**config.mk**
```make
export PLATFORM = sky130hd
export DESIGN_NAME = simon_host_ctrl_flat
export DESIGN_NICKNAME = d
export VERILOG_FILES = /design/src/rtl/simon_pkg.sv /design/src/rtl/simon_host_ctrl_if.sv /design/src/rtl/simon_res_fifo.sv /design/src/rtl/simon_host_ctrl.sv /design/src/flat_wrapper.sv
export SDC_FILE = /design/constraint.sdc
export NUM_CORES = 1
export LEC_CHECK = 0
export ABC_CLOCK_PERIOD_IN_PS = 4300
export BUFFER_PORTS_ARGS = -buffer_cell sky130_fd_sc_hd__buf_2
export CAP_MARGIN = 20
export CORE_AREA = 2 2 357 359
export DETAILED_ROUTE_END_ITERATION = 7
export DIE_AREA = 0 0 359 361
export GPL_TIMING_DRIVEN = 0
export HOLD_SLACK_MARGIN = 0.02
export MAX_ROUTING_LAYER = met4
export PLACE_DENSITY = 0.38
export SYNTH_ARGS = -nofsm -noshare
export SYNTH_HDL_FRONTEND = slang
export SYNTH_HIERARCHICAL = 1
export SYNTH_SLANG_ARGS = --single-unit
```
**constraint.sdc**
```tcl
create_clock -name clk -period 4.3 [get_ports clk]
set_input_delay 0 -clock clk [delete_from_list [all_inputs] [get_ports clk]]
set_output_delay 0 -clock clk [all_outputs]
set_load 0.005 [all_outputs]
```
**src/rtl/simon_pkg.sv**
```systemverilog
// Shared defaults, FSM state encoding and word-array types for the SIMON_128192 host controller.
package simon_pkg;

    localparam int N_DEF    = 64;
    localparam int M_DEF    = 3;
    localparam int ODEP_DEF = 2;
    localparam int TMO_DEF  = 255;

    typedef enum logic [2:0] {
        ST_IDLE = 3'd0,
        ST_KREQ = 3'd1,
        ST_DREQ = 3'd2,
        ST_WAIT = 3'd3,
        ST_ACK  = 3'd4
    } state_t;

    typedef logic [1:0][N_DEF-1:0]       block_t;
    typedef logic [M_DEF-1:0][N_DEF-1:0] key_t;

endpackage

```
**src/rtl/simon_host_ctrl_if.sv**
```systemverilog
// Host request/result streams plus the SIMON_128192 core handshake, bundled as one interface.
interface simon_host_ctrl_if
    import simon_pkg::*;
#(
    parameter int N = N_DEF,
    parameter int M = M_DEF
);
    logic             key_valid;
    logic             key_ready;
    logic [M*N-1:0]   key_in;
    logic             blk_valid;
    logic             blk_ready;
    logic [2*N-1:0]   blk_in;
    logic             blk_dir;
    logic             res_valid;
    logic             res_ready;
    logic [2*N-1:0]   res_data;
    logic             err;
    logic [M*N-1:0]   KEY;
    logic [2*N-1:0]   BLOCK;
    logic             enc_dec;
    logic             newKey;
    logic             newData;
    logic             readData;
    logic             loadKey;
    logic             loadData;
    logic             doneData;
    logic [2*N-1:0]   outData;

    // master = the controller, slave = host adapter plus core
    modport master (
        input  key_valid, key_in, blk_valid, blk_in, blk_dir, res_ready,
               loadKey, loadData, doneData, outData,
        output key_ready, blk_ready, res_valid, res_data, err,
               KEY, BLOCK, enc_dec, newKey, newData, readData
    );

    modport slave (
        output key_valid, key_in, blk_valid, blk_in, blk_dir, res_ready,
               loadKey, loadData, doneData, outData,
        input  key_ready, blk_ready, res_valid, res_data, err,
               KEY, BLOCK, enc_dec, newKey, newData, readData
    );

endinterface

```
**src/rtl/simon_res_fifo.sv**
```systemverilog
// Result buffer: DEPTH-entry synchronous FIFO with wrap-bit pointers, async active-low reset.
module simon_res_fifo #(
    parameter int W     = 128,
    parameter int DEPTH = 2
) (
    input  logic         clk,
    input  logic         nR,
    input  logic         push,
    input  logic [W-1:0] wdata,
    input  logic         pop,
    output logic [W-1:0] rdata,
    output logic         empty,
    output logic         full
);
    localparam int AW = $clog2(DEPTH);

    logic [AW:0]  wr_q, wr_d, rd_q, rd_d;
    logic [W-1:0] mem_q [DEPTH];
    logic [W-1:0] mem_d [DEPTH];
    logic         do_push, do_pop;

    assign empty   = (wr_q == rd_q);
    assign full    = (wr_q[AW] != rd_q[AW]) && (wr_q[AW-1:0] == rd_q[AW-1:0]);
    assign do_push = push && !full;
    assign do_pop  = pop && !empty;
    assign rdata   = mem_q[rd_q[AW-1:0]];

    always_comb begin
        mem_d = mem_q;
        wr_d  = wr_q;
        rd_d  = rd_q;
        if (do_push) begin
            mem_d[wr_q[AW-1:0]] = wdata;
            wr_d                = wr_q + 1'b1;
        end
        if (do_pop) begin
            rd_d = rd_q + 1'b1;
        end
    end

    always_ff @(posedge clk or negedge nR) begin
        if (!nR) begin
            wr_q <= '0;
            rd_q <= '0;
            for (int i = 0; i < DEPTH; i++) begin
                mem_q[i] <= '0;
            end
        end else begin
            wr_q  <= wr_d;
            rd_q  <= rd_d;
            mem_q <= mem_d;
        end
    end

endmodule

```
**src/rtl/simon_host_ctrl.sv**
```systemverilog
// Host-side driver for the SIMON_128192 core: key/block request streams in, buffered results out.
// state | meaning
// IDLE  | accept a key (priority) or a block when a key is loaded and the buffer has room
// KREQ  | newKey high, waiting for loadKey
// DREQ  | newData high, waiting for loadData
// WAIT  | core computing, waiting for doneData (result captured on that cycle)
// ACK   | readData high until the core drops doneData
module simon_host_ctrl
    import simon_pkg::*;
#(
    parameter int N    = N_DEF,
    parameter int M    = M_DEF,
    parameter int ODEP = ODEP_DEF,
    parameter int TMO  = TMO_DEF
) (
    input  logic               clk,
    input  logic               nR,
    simon_host_ctrl_if.master  bus
);
    localparam int TW = $clog2(TMO + 1);

    state_t         state_q, state_d;
    logic [M*N-1:0] key_q, key_d;
    logic [2*N-1:0] blk_q, blk_d;
    logic           enc_dec_q, enc_dec_d;
    logic           new_key_q, new_key_d;
    logic           new_data_q, new_data_d;
    logic           read_data_q, read_data_d;
    logic           err_q, err_d;
    logic           key_loaded_q, key_loaded_d;
    logic [TW-1:0]  tmo_q, tmo_d;
    logic           timeout;
    logic           key_acc, blk_acc;
    logic           fifo_push, fifo_empty, fifo_full;

    assign key_acc = (state_q == ST_IDLE) && bus.key_valid;
    assign blk_acc = (state_q == ST_IDLE) && !bus.key_valid && bus.blk_valid
                     && key_loaded_q && !fifo_full;
    assign timeout = (tmo_q == '0);

    always_comb begin
        state_d      = state_q;
        key_d        = key_q;
        blk_d        = blk_q;
        enc_dec_d    = enc_dec_q;
        new_key_d    = new_key_q;
        new_data_d   = new_data_q;
        read_data_d  = read_data_q;
        err_d        = err_q;
        key_loaded_d = key_loaded_q;
        tmo_d        = tmo_q;
        fifo_push    = 1'b0;
        case (state_q)
            ST_IDLE: begin
                if (key_acc) begin
                    key_d     = bus.key_in;
                    new_key_d = 1'b1;
                    state_d   = ST_KREQ;
                end else if (blk_acc) begin
                    blk_d      = bus.blk_in;
                    enc_dec_d  = bus.blk_dir;
                    new_data_d = 1'b1;
                    state_d    = ST_DREQ;
                end
            end
            ST_KREQ: begin
                if (bus.loadKey) begin
                    new_key_d    = 1'b0;
                    key_loaded_d = 1'b1;
                    state_d      = ST_IDLE;
                end else if (timeout) begin
                    new_key_d    = 1'b0;
                    key_loaded_d = 1'b0;
                    err_d        = 1'b1;
                    state_d      = ST_IDLE;
                end
            end
            ST_DREQ: begin
                if (bus.loadData) begin
                    new_data_d = 1'b0;
                    state_d    = ST_WAIT;
                end else if (timeout) begin
                    new_data_d = 1'b0;
                    err_d      = 1'b1;
                    state_d    = ST_IDLE;
                end
            end
            ST_WAIT: begin
                if (bus.doneData) begin
                    fifo_push   = 1'b1;
                    read_data_d = 1'b1;
                    state_d     = ST_ACK;
                end else if (timeout) begin
                    err_d   = 1'b1;
                    state_d = ST_IDLE;
                end
            end
            ST_ACK: begin
                if (!bus.doneData) begin
                    read_data_d = 1'b0;
                    state_d     = ST_IDLE;
                end else if (timeout) begin
                    read_data_d = 1'b0;
                    err_d       = 1'b1;
                    state_d     = ST_IDLE;
                end
            end
            default: begin
                new_key_d   = 1'b0;
                new_data_d  = 1'b0;
                read_data_d = 1'b0;
                state_d     = ST_IDLE;
            end
        endcase
        // Watchdog is a down-counter reloaded on every state change; zero means TMO cycles spent.
        if (state_d != state_q) begin
            tmo_d = TW'(TMO - 1);
        end else if (state_q != ST_IDLE) begin
            tmo_d = tmo_q - 1'b1;
        end
    end

    always_ff @(posedge clk or negedge nR) begin
        if (!nR) begin
            state_q      <= ST_IDLE;
            key_q        <= '0;
            blk_q        <= '0;
            enc_dec_q    <= 1'b0;
            new_key_q    <= 1'b0;
            new_data_q   <= 1'b0;
            read_data_q  <= 1'b0;
            err_q        <= 1'b0;
            key_loaded_q <= 1'b0;
            tmo_q        <= '0;
        end else begin
            state_q      <= state_d;
            key_q        <= key_d;
            blk_q        <= blk_d;
            enc_dec_q    <= enc_dec_d;
            new_key_q    <= new_key_d;
            new_data_q   <= new_data_d;
            read_data_q  <= read_data_d;
            err_q        <= err_d;
            key_loaded_q <= key_loaded_d;
            tmo_q        <= tmo_d;
        end
    end

    simon_res_fifo #(
        .W     (2 * N),
        .DEPTH (ODEP)
    ) u_res_fifo (
        .clk   (clk),
        .nR    (nR),
        .push  (fifo_push),
        .wdata (bus.outData),
        .pop   (bus.res_ready),
        .rdata (bus.res_data),
        .empty (fifo_empty),
        .full  (fifo_full)
    );

    assign bus.res_valid = !fifo_empty;
    assign bus.key_ready = key_acc;
    assign bus.blk_ready = blk_acc;
    assign bus.err       = err_q;
    assign bus.KEY       = key_q;
    assign bus.BLOCK     = blk_q;
    assign bus.enc_dec   = enc_dec_q;
    assign bus.newKey    = new_key_q;
    assign bus.newData   = new_data_q;
    assign bus.readData  = read_data_q;

endmodule
```
**src/flat_wrapper.sv**
```systemverilog
// flat-port wrapper written by rule: the top's interface ports become plain ports
module simon_host_ctrl_flat import simon_pkg::*;
#(
    parameter int N    = N_DEF,
    parameter int M    = M_DEF,
    parameter int ODEP = ODEP_DEF,
    parameter int TMO  = TMO_DEF
)
  (clk, nR, bus_key_valid, bus_key_in, bus_blk_valid, bus_blk_in, bus_blk_dir, bus_res_ready, bus_loadKey, bus_loadData, bus_doneData, bus_outData, bus_key_ready, bus_blk_ready, bus_res_valid, bus_res_data, bus_err, bus_KEY, bus_BLOCK, bus_enc_dec, bus_newKey, bus_newData, bus_readData);
  simon_host_ctrl_if #(.N(N), .M(M)) bus_i ();
  input  logic clk;
  input  logic nR;
  input wire logic [$bits(bus_i.key_valid)-1:0] bus_key_valid;
  input wire logic [$bits(bus_i.key_in)-1:0] bus_key_in;
  input wire logic [$bits(bus_i.blk_valid)-1:0] bus_blk_valid;
  input wire logic [$bits(bus_i.blk_in)-1:0] bus_blk_in;
  input wire logic [$bits(bus_i.blk_dir)-1:0] bus_blk_dir;
  input wire logic [$bits(bus_i.res_ready)-1:0] bus_res_ready;
  input wire logic [$bits(bus_i.loadKey)-1:0] bus_loadKey;
  input wire logic [$bits(bus_i.loadData)-1:0] bus_loadData;
  input wire logic [$bits(bus_i.doneData)-1:0] bus_doneData;
  input wire logic [$bits(bus_i.outData)-1:0] bus_outData;
  output wire logic [$bits(bus_i.key_ready)-1:0] bus_key_ready;
  output wire logic [$bits(bus_i.blk_ready)-1:0] bus_blk_ready;
  output wire logic [$bits(bus_i.res_valid)-1:0] bus_res_valid;
  output wire logic [$bits(bus_i.res_data)-1:0] bus_res_data;
  output wire logic [$bits(bus_i.err)-1:0] bus_err;
  output wire logic [$bits(bus_i.KEY)-1:0] bus_KEY;
  output wire logic [$bits(bus_i.BLOCK)-1:0] bus_BLOCK;
  output wire logic [$bits(bus_i.enc_dec)-1:0] bus_enc_dec;
  output wire logic [$bits(bus_i.newKey)-1:0] bus_newKey;
  output wire logic [$bits(bus_i.newData)-1:0] bus_newData;
  output wire logic [$bits(bus_i.readData)-1:0] bus_readData;
  assign bus_i.key_valid = bus_key_valid;
  assign bus_i.key_in = bus_key_in;
  assign bus_i.blk_valid = bus_blk_valid;
  assign bus_i.blk_in = bus_blk_in;
  assign bus_i.blk_dir = bus_blk_dir;
  assign bus_i.res_ready = bus_res_ready;
  assign bus_i.loadKey = bus_loadKey;
  assign bus_i.loadData = bus_loadData;
  assign bus_i.doneData = bus_doneData;
  assign bus_i.outData = bus_outData;
  assign bus_key_ready = bus_i.key_ready;
  assign bus_blk_ready = bus_i.blk_ready;
  assign bus_res_valid = bus_i.res_valid;
  assign bus_res_data = bus_i.res_data;
  assign bus_err = bus_i.err;
  assign bus_KEY = bus_i.KEY;
  assign bus_BLOCK = bus_i.BLOCK;
  assign bus_enc_dec = bus_i.enc_dec;
  assign bus_newKey = bus_i.newKey;
  assign bus_newData = bus_i.newData;
  assign bus_readData = bus_i.readData;
  simon_host_ctrl #(.N(N), .M(M), .ODEP(ODEP), .TMO(TMO)) u_core (.clk(clk), .nR(nR), .bus(bus_i));
endmodule
```
==> results.py, run 1 <==
metrics = {
    "outcome": {
        "status": "finished clean",
    },
    "setup_path": {
        "worst_ep_arrival_time_ns": 3.84,
        "start_kind": "flip-flop",
        "crit_required_ns": 4.30,
        "worstSetupPathType": "flip-flop to primary output",
        "r2r_cells": 10,
        "cp-end-kind": "primary output",
        "crit_fanout": 10,
    },
    "yosys": {
        "synth_ff_type": "dfrtp_1",
        "ys_top_cells_by_area": "dfrtp_1 (60%), mux2_2 (14%), nand2_1 (8.8%), mux2_4 (7.3%), mux2_1 (4.0%)",
        "synth_async_sr_flop_share": 1.00,
        "synth_edf_count": 0,
        "netlist_instances": 1902,
        "synth_area_per_cell_um2": 13.1,
        "synth_top_cell_by_area": "dfrtp_1",
        "yosys_register_bits": 597,
        "synthesis.nets": 2360,
        "netlist.area_leader.share": 0.601,
        "ys_seq_area_frac": 0.601,
        "synth_area_um2": 24900,
        "synth.distinct_cells": 52,
        "yosysWarnings": 6,
    },
    "clock_tree": {
        "cts-resized-gates": 0,
        "clkTransAtPathRegs_ns": 0.06,
        "cts_tree": "built",
        "clock_sinks": 597,
        "clockBufferDepth": 3,
        "cts_htree_levels": 3,
        "numCtsBuffers": 77,
        "clock_latency_ns": 0.64,
        "postCtsSetupRepairBufs": 0,
        "hold_buffers": 465,
        "clock-root-buffer": "clkbuf_16",
    },
    "timing": {
        "max-slew-margin-rel": 0.470,
        "fin_tns_setup_ns": 0,
        "worstMarginPinSlew_ns": 0.795,
        "fin_skew_ns": 0.0238,
        "rsz0062_at_grt": "false",
        "finalSetupViolCount": 0,
        "post-route-period-util": 0.894,
        "fin_crit_ns": 3.84,
        "drv_slew": 0,
        "hold_viol": 0,
        "fmax_mhz": 260,
    },
    "floorplan": {
        "chipHeight_um": 361,
        "initial_core_util": 0.198,
        "ios": 913,
        "die_area_um2": 130000,
        "core-area_um2": 125000,
        "rows": 130,
        "die_w_um": 359,
    },
    "drt": {
        "drtIter0Drc": 870,
        "post-route-drc-count": 0,
        "wire_per_inst_um": 18.9,
        "via_count": 19700,
        "wirelength_mm": 95.9,
        "vias_per_cell": 3.87,
        "postRouteAntennaNets": 0,
        "first_pass_iters": 5,
    },
    "pwr": {
        "totalPowerFinal_mw": 26.5,
        "p_int_mw": 17.5,
        "p_clk_frac": 0.246,
        "power.share.switching": 0.341,
        "powerDensity_nw_per_um2": 681,
        "p_seq_frac": 0.367,
        "irDropWorstVdd_v": 0.000345,
        "p_comb_frac": 0.387,
        "p_switching_mw": 9.02,
        "power.leakage_nw": 19.4,
    },
    "final_layout": {
        "utilization": 0.310,
        "fin_area_um2": 38900,
        "drive_gt1_frac": 0.449,
        "syn_to_final_growth_pct": 56.5,
        "final_common_cell": "buf_2",
        "nets": 3822,
        "final_cell_mix": "buf_2 (938), dfrtp_1 (597), nand2_1 (584), dlygate4sd3_1 (464), mux2_2 (306)",
    },
    "global_route": {
        "grt_pass1_wl_mm": 143,
        "grt_usage": 0.150,
        "grt_pass1_vias": 21800,
        "grt_max_degree": 99,
        "overflow": 0,
        "antenna_found_initial": 15,
    },
    "placement": {
        "dp_hpwl_mm": 72.4,
        "place_area_um2": 31700,
        "place.gp.congestion": 0.809,
        "port_buffers": 912,
    },
    "min_path": {
        "hold_path_depth": 4,
        "min_path_type": "input port to flip-flop",
    },
    "flow_run": {
        "drv_cap": 0,
    },
}
[layout make-up]
type                            instances  area, µm²
Timing Repair Buffer                 1383       9410
Multi-Input combinational cell       1192       9070
Clock inverter                         24        300
Inverter                                9       33.8
Antenna cell                           15       37.5
Tap cell                             1650       2060
Buffer                                104        812
Fill cell                           13000      86500
Clock buffer                          112       2220
Sequential cell                       597      14900
[cell families after synthesis]
| kind of cell | count (synthesis) | share of synthesized area |
|---|---|---|
| mux | 516 | 0.252 |
| simple gates | 628 | 0.0983 |
| buf+inv | 113 | 0.0340 |
| compound gates | 36 | 0.00997 |
| flops | 597 | 0.601 |
| xor+xnor | 11 | 0.00418 |
| fa+ha+maj | 1 | 0.000503 |
[synth_stat cells (2+ instances only)]
| master | n |
|---|---|
| a21oi_1 | 8 |
| a31o_2 | 2 |
| a31oi_1 | 2 |
| a32oi_1 | 2 |
| buf_12 | 11 |
| buf_2 | 27 |
| buf_4 | 3 |
| buf_6 | 21 |
| clkbuf_1 | 37 |
| clkbuf_8 | 4 |
| dfrtp_1 | 597 |
| inv_1 | 8 |
| mux2_1 | 88 |
| mux2_2 | 306 |
| mux2_4 | 120 |
| mux2i_1 | 2 |
| nand2_1 | 584 |
| nand2b_1 | 5 |
| nand3_1 | 10 |
| nor2_1 | 11 |
| nor2b_1 | 2 |
| nor3_1 | 4 |
| nor3b_1 | 2 |
| o211ai_1 | 2 |
| o21ai_0 | 7 |
| o22ai_1 | 2 |
| o31ai_1 | 2 |
| xnor2_1 | 8 |
| xor2_1 | 2 |
[power groups by stage]
| stage | clock network, mW | logic [mW] | registers, mW |
|---|---|---|---|
| 6_report | 6.51 | 10.3 | 9.71 |
| 5_1_grt | 7.02 | 11.2 | 10.1 |
| 4_1_cts | 6.80 | 10.5 | 9.71 |
| 3_5_place_dp | 0 | 10.1 | 9.74 |
| 3_3_place_gp | 0 | 10.1 | 9.76 |
| 2_1_floorplan | 0 | 5.07 | 9.70 |
[metal layers]
metal,GRT usage,share of wire,vias up
met1,0.169,0.40,9615
met2,0.250,0.49,602
met3,0.0413,0.062,178
met5,-,0,-
met4,0.0659,0.043,0
li1,-,-,9294
[flip-flops by register name (all words and copies together), names as in the netlist]
register,count
u_core/bus.readData,1
u_core/bus.enc_dec,1
u_core/bus.newKey,1
u_core/state_q,3
u_core/u_res_fifo/mem_q,256
u_core/u_res_fifo/wr_q,2
u_core/u_res_fifo/rd_q,2
u_core/tmo_q,8
u_core/bus.err,1
u_core/bus.BLOCK,128
u_core/key_loaded_q,1
u_core/bus.newData,1
u_core/bus.KEY,192
[worst max-delay path, stage by stage, from the launching register on]
cell      delay, ns
dfrtp_1        0.32
buf_4          0.22
clkbuf_1       0.52
buf_2          0.38
xor2_1         0.13
nor2_1         0.21
nand3b_1       0.26
nor2_1         0.08
nand2_2        0.24
buf_4          0.37
buf_4          0.28
inv_1          0.05
buf_2          0.12
[worst paths after layout]
path	start	end	slack (ns)
setup / recovery	u_core/u_res_fifo/rd_q[0]$_DFFE_PN0P_	bus_blk_ready	0.46
hold / removal	bus_key_in[155]	u_core/bus.KEY[155]$_DFFE_PN0P_	0.09
hold reg to reg	u_core/bus.err$_DFFE_PN0P_	u_core/bus.err$_DFFE_PN0P_	0.45
max in group asynchronous	nR	u_core/bus.KEY[124]$_DFFE_PN0P_	2.23
min in group asynchronous	nR	u_core/u_res_fifo/mem_q[81]$_DFFE_PN0P_	0.50
setup reg to reg	u_core/u_res_fifo/rd_q[0]$_DFFE_PN0P_	u_core/bus.BLOCK[34]$_DFFE_PN0P_	0.77
[through the flow]
stage | instances | setup slack [ns] | hold slack (ns)
after floorplan | 1902 | 1.91 | -0.296
after global placement | 4464 | -11.15 | 0.192
after detailed placement | 4470 | 0.610 | -0.000136
after CTS | 5071 | 0.190 | 0.0203
after global routing | 5084 | 0.0235 | 0.0569
final | 5086 | 0.457 | 0.0865
Power figures use the tool's default switching activity.
==> run 2: changes to the inputs <==
Settings changed: PLACE_DENSITY 0.38 to default, PLACE_DENSITY_LB_ADDON from default to 0.25, RECOVER_POWER from default to 100.
==> results.py, run 2 (same netlist as run 1, synthesis figures left out) <==
metrics = {
    "global_route": {
        "grt_max_degree": 109,
        "groute.layer.met1.usage": 0.170,
        "overflow": 0,
        "grt_pass1_wl_mm": 138,
        "grt_use_met2": 0.232,
        "use_met3": 0.0398,
        "antenna_found_initial": 8,
        "grt_usage": 0.144,
        "grt_pass1_vias": 21600,
        "grt-busiest-layer": "met2",
    },
    "setup_path": {
        "cp-end-kind": "flip-flop",
        "crit_required_ns": 4.87,
        "crit_fanout": 10,
        "worst_ep_arrival_time_ns": 4.55,
        "start_kind": "flip-flop",
        "worstSetupPathType": "flip-flop to flip-flop",
    },
    "clock_tree": {
        "clock_sinks": 597,
        "clock_latency_ns": 0.65,
        "numCtsBuffers": 74,
        "clkTransAtPathRegs_ns": 0.06,
        "cts_htree_levels": 3,
        "clock-root-buffer": "clkbuf_16",
        "cts_tree": "built",
        "cts-resized-gates": 0,
        "clockBufferDepth": 3,
    },
    "min_path": {
        "min_path_type": "input port to flip-flop",
    },
    "timing": {
        "whs_ns": 0.0952,
        "drv_slew": 310,
        "fin_skew_ns": 0.0278,
        "max-slew-margin-rel": -0.899,
        "post-route-period-util": 0.925,
        "fin_tns_setup_ns": 0,
        "fmax_mhz": 251,
        "hold_viol": 0,
        "finalSetupViolCount": 0,
        "finalWorstSetupSlack_ns": 0.322,
        "rsz0062_at_grt": "false",
        "worstMarginPinSlew_ns": 2.85,
        "fin_crit_ns": 3.98,
    },
    "pwr": {
        "p_switching_mw": 8.83,
        "power.leakage_nw": 17.9,
        "power.share.switching": 0.349,
        "p_clk_frac": 0.253,
        "p_int_mw": 16.5,
        "p_seq_frac": 0.386,
        "p_comb_frac": 0.361,
        "irDropWorstVdd_v": 0.000367,
        "powerDensity_nw_per_um2": 671,
    },
    "drt": {
        "postRouteAntennaNets": 0,
        "wire_per_inst_um": 18.2,
        "vias_per_cell": 3.89,
        "via_count": 19800,
        "post-route-drc-count": 0,
        "first_pass_iters": 5,
        "drtIter0Drc": 935,
        "wirelength_mm": 92.6,
    },
    "placement": {
        "dp_hpwl_mm": 68.7,
        "port_buffers": 912,
        "place_area_um2": 31600,
        "dp_cells": 4469,
        "place_ws_ns": 0.450,
        "place.gp.congestion": 0.839,
    },
    "final_layout": {
        "final_cell_mix": "dfrtp_1 (597), nand2_1 (584), buf_2 (537), dlygate4sd3_1 (493), clkbuf_1 (489)",
        "drive_gt1_frac": 0.288,
        "nFillCells": 13200,
        "syn_to_final_growth_pct": 51.9,
        "multi_input_area_um2": 8680,
        "final_common_cell": "dfrtp_1",
        "fin_area_um2": 37700,
        "nets": 3847,
        "seqCellArea_um2": 14900,
        "largest_register": "u_core/u_res_fifo/mem_q",
        "stdcell_count": 5100,
        "largest_reg_flops": 256,
    },
    "floorplan": {
        "chipHeight_um": 361,
        "die_area_um2": 130000,
        "core-area_um2": 125000,
        "rows": 130,
        "ios": 913,
        "die_w_um": 359,
        "initial_core_util": 0.198,
    },
    "outcome": {
        "violations": "capacitance limit, slew limit",
        "status": "finished with violations",
    },
    "flow_run": {
        "drv_cap": 3,
    },
}
-- run 2: final cells by class --
class,count,area share
Sequential cell,597,0.396
Timing Repair Buffer,1411,0.242
Multi-Input combinational cell,1192,0.230
Clock buffer,110,0.0578
Antenna cell,6,0.000398
Tap cell,1650,0.0547
Clock inverter,21,0.00769
Inverter,9,0.000895
Buffer,104,0.0110
-- run 2: routing by layer --
layer  part of all wire  routed length [µm]
met1               0.42               38800
met2               0.48               44100
met3              0.062                5750
met4              0.043                3940
met5                  0                   0
-- run 2: path summary, 6_finish.rpt --
check	from	endpoint	slack, ns	cells after the start
max	u_core/state_q[0]$_DFF_PN0_	u_core/bus.KEY[148]$_DFFE_PN0P_	0.32	8
min	bus_key_in[102]	u_core/bus.KEY[102]$_DFFE_PN0P_	0.1	4
max reg2reg	u_core/state_q[0]$_DFF_PN0_	u_core/bus.KEY[148]$_DFFE_PN0P_	0.32	8
min reg2reg	u_core/bus.err$_DFFE_PN0P_	u_core/bus.err$_DFFE_PN0P_	0.46	1
max in group asynchronous	nR	u_core/bus.KEY[16]$_DFFE_PN0P_	0.51	6
min in group asynchronous	nR	u_core/u_res_fifo/mem_q[57]$_DFFE_PN0P_	1.55	4
-- run 2: power groups by stage --
stage	combinational (mW)	sequential, mW	clock, mW
global route	10.1	10.1	6.86
finish	9.15	9.76	6.40
CTS	10.3	9.73	6.65
global placement	9.84	9.75	0
detailed placement	9.91	9.77	0
floorplan	5.07	9.70	0
-- run 2: worst max-delay path, cell delays in order (launching register included) --
cell and delay, ns:
dfrtp_1 0.36, clkbuf_1 0.17, nor3_1 0.88, nand2_1 0.60
inv_1 0.49, clkbuf_1 0.66, clkbuf_1 0.51, nand2_1 0.13
nand2_1 0.08
-- run 2: metrics by stage --
stage	utilization	power, mW
6_report	0.301	25.3
5_1_grt	0.301	27.1
4_1_cts	0.311	26.7
3_5_place_dp	0.252	19.7
3_3_place_gp	0.251	19.6
2_1_floorplan	-	14.8
-- run 2: timing repair --
item | in CTS | in global routing
buffers inserted | 0 | 0
endpoints found under the hold margin | 714 | 0
hold buffers | 494 | 0
